[src/rtl/lane_tx_scheduler.sv]
// Round-robin scheduler sharing one byte-wide transmit path among four byte lanes.
// Latency: byte sampled at its transfer edge is on data_out right after that edge (1 clk).
// Backpressure: ready_i is high only for the granted lane while ACTIVE; other lanes wait.
//
// Ports:
//   clk, reset                  single clock, synchronous active-high reset
//   valid0..3 / data_in0..3     per-lane byte offer
//   ready0..3                   per-lane consume strobe (byte taken when valid_i & ready_i)
//   data_out/valid_out/lane_out registered byte stream tagged with source lane
//   idle_out                    data_out carries IDLE_SYM
// Optional (macro SCHED_STATS_EN): cnt0..cnt3 saturating per-lane transfer counters,
//   collision = number of non-granted lanes holding valid at each transfer edge.
module lane_tx_scheduler #(
   parameter int          BURST    = 1,
   parameter logic [7:0]  IDLE_SYM = 8'hBC
) (
   input  logic        clk,
   input  logic        reset,
   input  logic        valid0,
   input  logic        valid1,
   input  logic        valid2,
   input  logic        valid3,
   input  logic [7:0]  data_in0,
   input  logic [7:0]  data_in1,
   input  logic [7:0]  data_in2,
   input  logic [7:0]  data_in3,
   output logic        ready0,
   output logic        ready1,
   output logic        ready2,
   output logic        ready3,
   output logic [7:0]  data_out,
   output logic        valid_out,
   output logic [1:0]  lane_out,
   output logic        idle_out
`ifdef SCHED_STATS_EN
   ,
   output logic [15:0] cnt0,
   output logic [15:0] cnt1,
   output logic [15:0] cnt2,
   output logic [15:0] cnt3,
   output logic [1:0]  collision
`endif
);

   typedef enum logic {IDLE, ACTIVE} state_t;

   state_t     state;
   logic [1:0] gnt;
   logic [1:0] last;
   logic [3:0] burst_cnt;

   logic [3:0] vld;
   logic [7:0] din [4];
   logic       xfer;
   logic       burst_done;
   logic [2:0] srch_last;   // {hit, lane} searching from last+1
   logic [2:0] srch_gnt;    // {hit, lane} searching from gnt+1 (last after this transfer)

   assign vld    = {valid3, valid2, valid1, valid0};
   assign din[0] = data_in0;
   assign din[1] = data_in1;
   assign din[2] = data_in2;
   assign din[3] = data_in3;

   // First valid lane in the order from+1, from+2, from+3, from. Scanning downward
   // lets the nearest candidate overwrite farther ones.
   function automatic logic [2:0] rr_search(input logic [1:0] from, input logic [3:0] v);
      logic [2:0] r;
      logic [1:0] l;
      r = 3'b000;
      for (int k = 4; k >= 1; k--) begin
         l = from + 2'(k);
         if (v[l]) r = {1'b1, l};
      end
      return r;
   endfunction

   assign srch_last  = rr_search(last, vld);
   assign srch_gnt   = rr_search(gnt, vld);
   assign xfer       = (state == ACTIVE) && vld[gnt];
   assign burst_done = (burst_cnt == 4'(BURST - 1));

   assign ready0 = (state == ACTIVE) && (gnt == 2'd0);
   assign ready1 = (state == ACTIVE) && (gnt == 2'd1);
   assign ready2 = (state == ACTIVE) && (gnt == 2'd2);
   assign ready3 = (state == ACTIVE) && (gnt == 2'd3);

   always_ff @(posedge clk) begin
      if (reset) begin
         state     <= IDLE;
         gnt       <= 2'd0;
         last      <= 2'd3;
         burst_cnt <= 4'd0;
         data_out  <= IDLE_SYM;
         valid_out <= 1'b0;
         lane_out  <= 2'd0;
         idle_out  <= 1'b1;
      end else begin
         if (xfer) begin
            data_out  <= din[gnt];
            valid_out <= 1'b1;
            lane_out  <= gnt;
            idle_out  <= 1'b0;
         end else begin
            data_out  <= IDLE_SYM;
            valid_out <= 1'b0;
            idle_out  <= 1'b1;
         end

         if (xfer) begin
            last <= gnt;
            if (burst_done) begin
               burst_cnt <= 4'd0;
               if (srch_gnt[2]) gnt   <= srch_gnt[1:0];
               else             state <= IDLE;
            end else begin
               burst_cnt <= burst_cnt + 4'd1;
            end
         end else begin
            // Idle with requests, or granted lane ran dry: both re-search from last.
            burst_cnt <= 4'd0;
            if (srch_last[2]) begin
               gnt   <= srch_last[1:0];
               state <= ACTIVE;
            end else begin
               state <= IDLE;
            end
         end
      end
   end

`ifdef SCHED_STATS_EN
   logic [15:0] cnt [4];
   logic [3:0]  others;

   assign others = vld & ~(4'b0001 << gnt);
   assign cnt0 = cnt[0];
   assign cnt1 = cnt[1];
   assign cnt2 = cnt[2];
   assign cnt3 = cnt[3];

   always_ff @(posedge clk) begin
      if (reset) begin
         for (int i = 0; i < 4; i++) cnt[i] <= 16'd0;
         collision <= 2'd0;
      end else if (xfer) begin
         if (cnt[gnt] != 16'hFFFF) cnt[gnt] <= cnt[gnt] + 16'd1;
         collision <= 2'(others[0]) + 2'(others[1]) + 2'(others[2]) + 2'(others[3]);
      end
   end
`endif

endmodule
[config.mk]
export PLATFORM = sky130hd
export DESIGN_NAME = lane_tx_scheduler
export DESIGN_NICKNAME = d
export VERILOG_FILES = /design/src/rtl/lane_tx_scheduler.sv
export SDC_FILE = /design/constraint.sdc
export NUM_CORES = 1
export LEC_CHECK = 0
export ABC_AREA = 1
export CAP_MARGIN = 10
export CORE_MARGIN = 3
export CORE_UTILIZATION = 41
export DETAILED_ROUTE_END_ITERATION = 7
export PLACE_DENSITY = 0.78
export RECOVER_POWER = 50
export REMOVE_ABC_BUFFERS = 1
export SLEW_MARGIN = 40
export SYNTH_ARGS = -nofsm -noshare
export SYNTH_HDL_FRONTEND = slang
export SYNTH_SLANG_ARGS = --single-unit
[constraint.sdc]
create_clock -name clk -period 3.1 [get_ports clk]
set_clock_uncertainty 0.15 [all_clocks]
set_input_delay 0.775 -clock clk [delete_from_list [all_inputs] [get_ports clk]]
set_output_delay 0.775 -clock clk [all_outputs]
set_load 0.02 [all_outputs]
==> run metrics <==
area of the die around 4300 sq um; io pins 54; final worst slack 0.291 ns; post-CTS setup buffers 0; Post-DRT Antenna Nets 0; CP Max Fanout 8; Fin Setup TNS 0 ns; simple-gate share of the synthesized area 42.1%; most frequent cells in the layout nand2_1 (64), clkdlybuf4s50_1 (47), nor2_1 (35); clock latency on the worst-skew pair 0.31 ns; ant diodes 0; Avg Cell Area, Syn 6.64 sq um; Distinct cells, synth 25; RSZ-0062 raised after global routing no; drt total wl around 3700 um; final setup vio count 0; PwrDens 681 nW/um^2; TritonCTS Sinks 21; Slew @ Worst Pin 0.553 ns; post-synthesis compound-gate area fraction 12.8%; crit path DAT 1.88 ns; Starting Density 45.0%; Synth Instances 217; Hold/Removal Path Class flop to flop; via count 1,477; Post-synth EDFFs 0; CP Data Required Time 2.17 ns; Layout Nets 315; max-slew violation count 0; Max Clock Freq 0.356 GHz; Static Leak 0.000928 uW; Final Critical Period ~2.8 ns; DRC 0; FF-to-FF Start gnt[1]; core area 3200 sq um; Crit Path Category flop to output pin; CP max-delay cell clkdlybuf4s50_1; Worst-path clk slew 0.12 ns; total placed cells including tap cells 310; Most used DFF post-synth dfxtp_1; maximum number of pins on one net before global-route repair 25; maximum vdd drop 0.292 mV; synth warn 0; Area Overhead vs Synth 38.5%; initial antenna violation count 0; crit end category output pin; synthesized flop and latch total 21; CP startpoint gnt[1]; DR vias/cell 4.70; GRT Total Usage a little under a fifth; Tcrit/Tclk final slightly above 90%; Hold Violations, Final 0; Root Buffer clkbuf_4; placed inst area 2000 sq um; Mapped Area between 1000 and 1500 sq um; gpl congestion 0.895; Die Y between 60 and 70 um; CTS Buffer Depth 2; DRT Pass-1 Iters 4; Resize count post-CTS 0; std cell rows 20; status completed; hold_buf cts 0; largest family of logic cells by synthesized area simple AND/OR/NAND/NOR gates; sequential cell area between 400 and 500 sq um; post-DP HPWL between 2000 and 3000 um; Synth Area in Adders 5.21%; DR iter-0 viols 68; Layout fillers 313; count of buffers from port buffering 53; number of buffers created by CTS 3; sequential area share after synthesis 29.2%; Hold Crit Start lane_out[1]; xor/xnor share of the synthesized area 1.22%; Multi-input gate area 852 sq um; critical path cell sequence buf_4 > ha_1 > nand2_1 > inv_1 > clkdlybuf4s50_1; Die X around 65 um; ys async rst share 0%; number of global-route vias before repair 1,393; layout cell share with drive strength beyond 1 10.7%; most common cell after layout, fill and taps aside nand2_1; first-pass GRT wire length 6230 um; CTS tree yes; Placement Setup Slack 0.616 ns; mux cell area share after synthesis 0%; fin area 2000 sq um; slowest cell delay on critical path 0.61 ns; Slew Limit Headroom 63.0%; H-tree levels 1; MaxCap Viol Count 0; routed length per placed instance 11.8 um; CP startpoint kind flop; final non-filler cell total 314; Util after Layout 62.3%; total gr overflow 0
critical path, delay by kind of cell, from the launching register on:
family | cells | cell delay [ns]
simple gates | 1 | 0.05
flops | 1 | 0.51
fa+ha+maj | 1 | 0.14
buf+inv | 3 | 0.88
logic make-up (layout without fill, tap and decap cells):
logic type               after synthesis  in the layout
AND/OR/NAND/NOR                      127            127
AO/OA/AOI/OAI                         32             32
buffers and inverters                 29             82
flip-flops                            21             21
adder cells (fa/ha/maj)                6              6
XOR/XNOR                               2              2
layer usage:
metal | part of all wire, % | vias to the layer above | global-route usage, %
met5 | 0 | - | 0
met4 | 0.30 | 0 | 2.33
met3 | 4.8 | 2 | 4.10
met2 | 51 | 33 | 34.3
met1 | 44 | 650 | 21.9
li1 | - | 792 | -
stage by stage:
stage | hold slack (ns) | power (uW)
finish | 0.322 | 1360
global route | 0.339 | 1490
global placement | 0.296 | 1240
detailed placement | 0.304 | 1260
CTS | 0.325 | 1400
floorplan | 0.280 | 967
flip-flops by register name, summed over array words and instances, names as in the netlist:
register	count
gnt	2
lane_out	2
data_out	8
burst_cnt	4
last	2
valid_out	1
state	1
idle_out	1
synthesized netlist by cell type (3+ instances only):
| cell type | count | area (sq um) |
|---|---|---|
| nand2_4 | 4 | 45.0 |
| dfxtp_1 | 21 | 420 |
| nand2_1 | 64 | 240 |
| nand3_1 | 8 | 40.0 |
| ha_1 | 6 | 75.1 |
| nand3_2 | 5 | 50.1 |
| nor2_4 | 3 | 33.8 |
| a21oi_1 | 7 | 35.0 |
| nand2_2 | 6 | 37.5 |
| inv_1 | 18 | 67.6 |
| o21ai_0 | 18 | 90.1 |
| nor2_2 | 3 | 18.8 |
| inv_2 | 3 | 11.3 |
| o221ai_1 | 5 | 43.8 |
| nor2_1 | 33 | 124 |
path summary, 6_finish.rpt:
check / endpoint / slack, ns / cells past startpoint
setup / recovery: ready2 / 0.29 / 5
hold / removal: lane_out[1] / 0.32 / 2
setup reg to reg: burst_cnt[0] / 0.85 / 7
hold reg to reg: lane_out[1] / 0.32 / 2
cell type report:
cell class | count | share of cell area (%)
clock inverter | 1 | 0.376
tap | 44 | 2.76
sequential | 21 | 21.1
clock buffer | 3 | 1.13
multi-input combinational | 167 | 42.7
inverter | 22 | 4.26
timing repair buffer | 56 | 27.7
report_power, final:
part           switching, uW  internal, uW  leakage (uW)
Combinational            522           330      0.000742
Sequential              46.6           321      0.000172
Clock                   88.9          49.2     0.0000139
No activity file was read; power rests on OpenSTA's default activity.
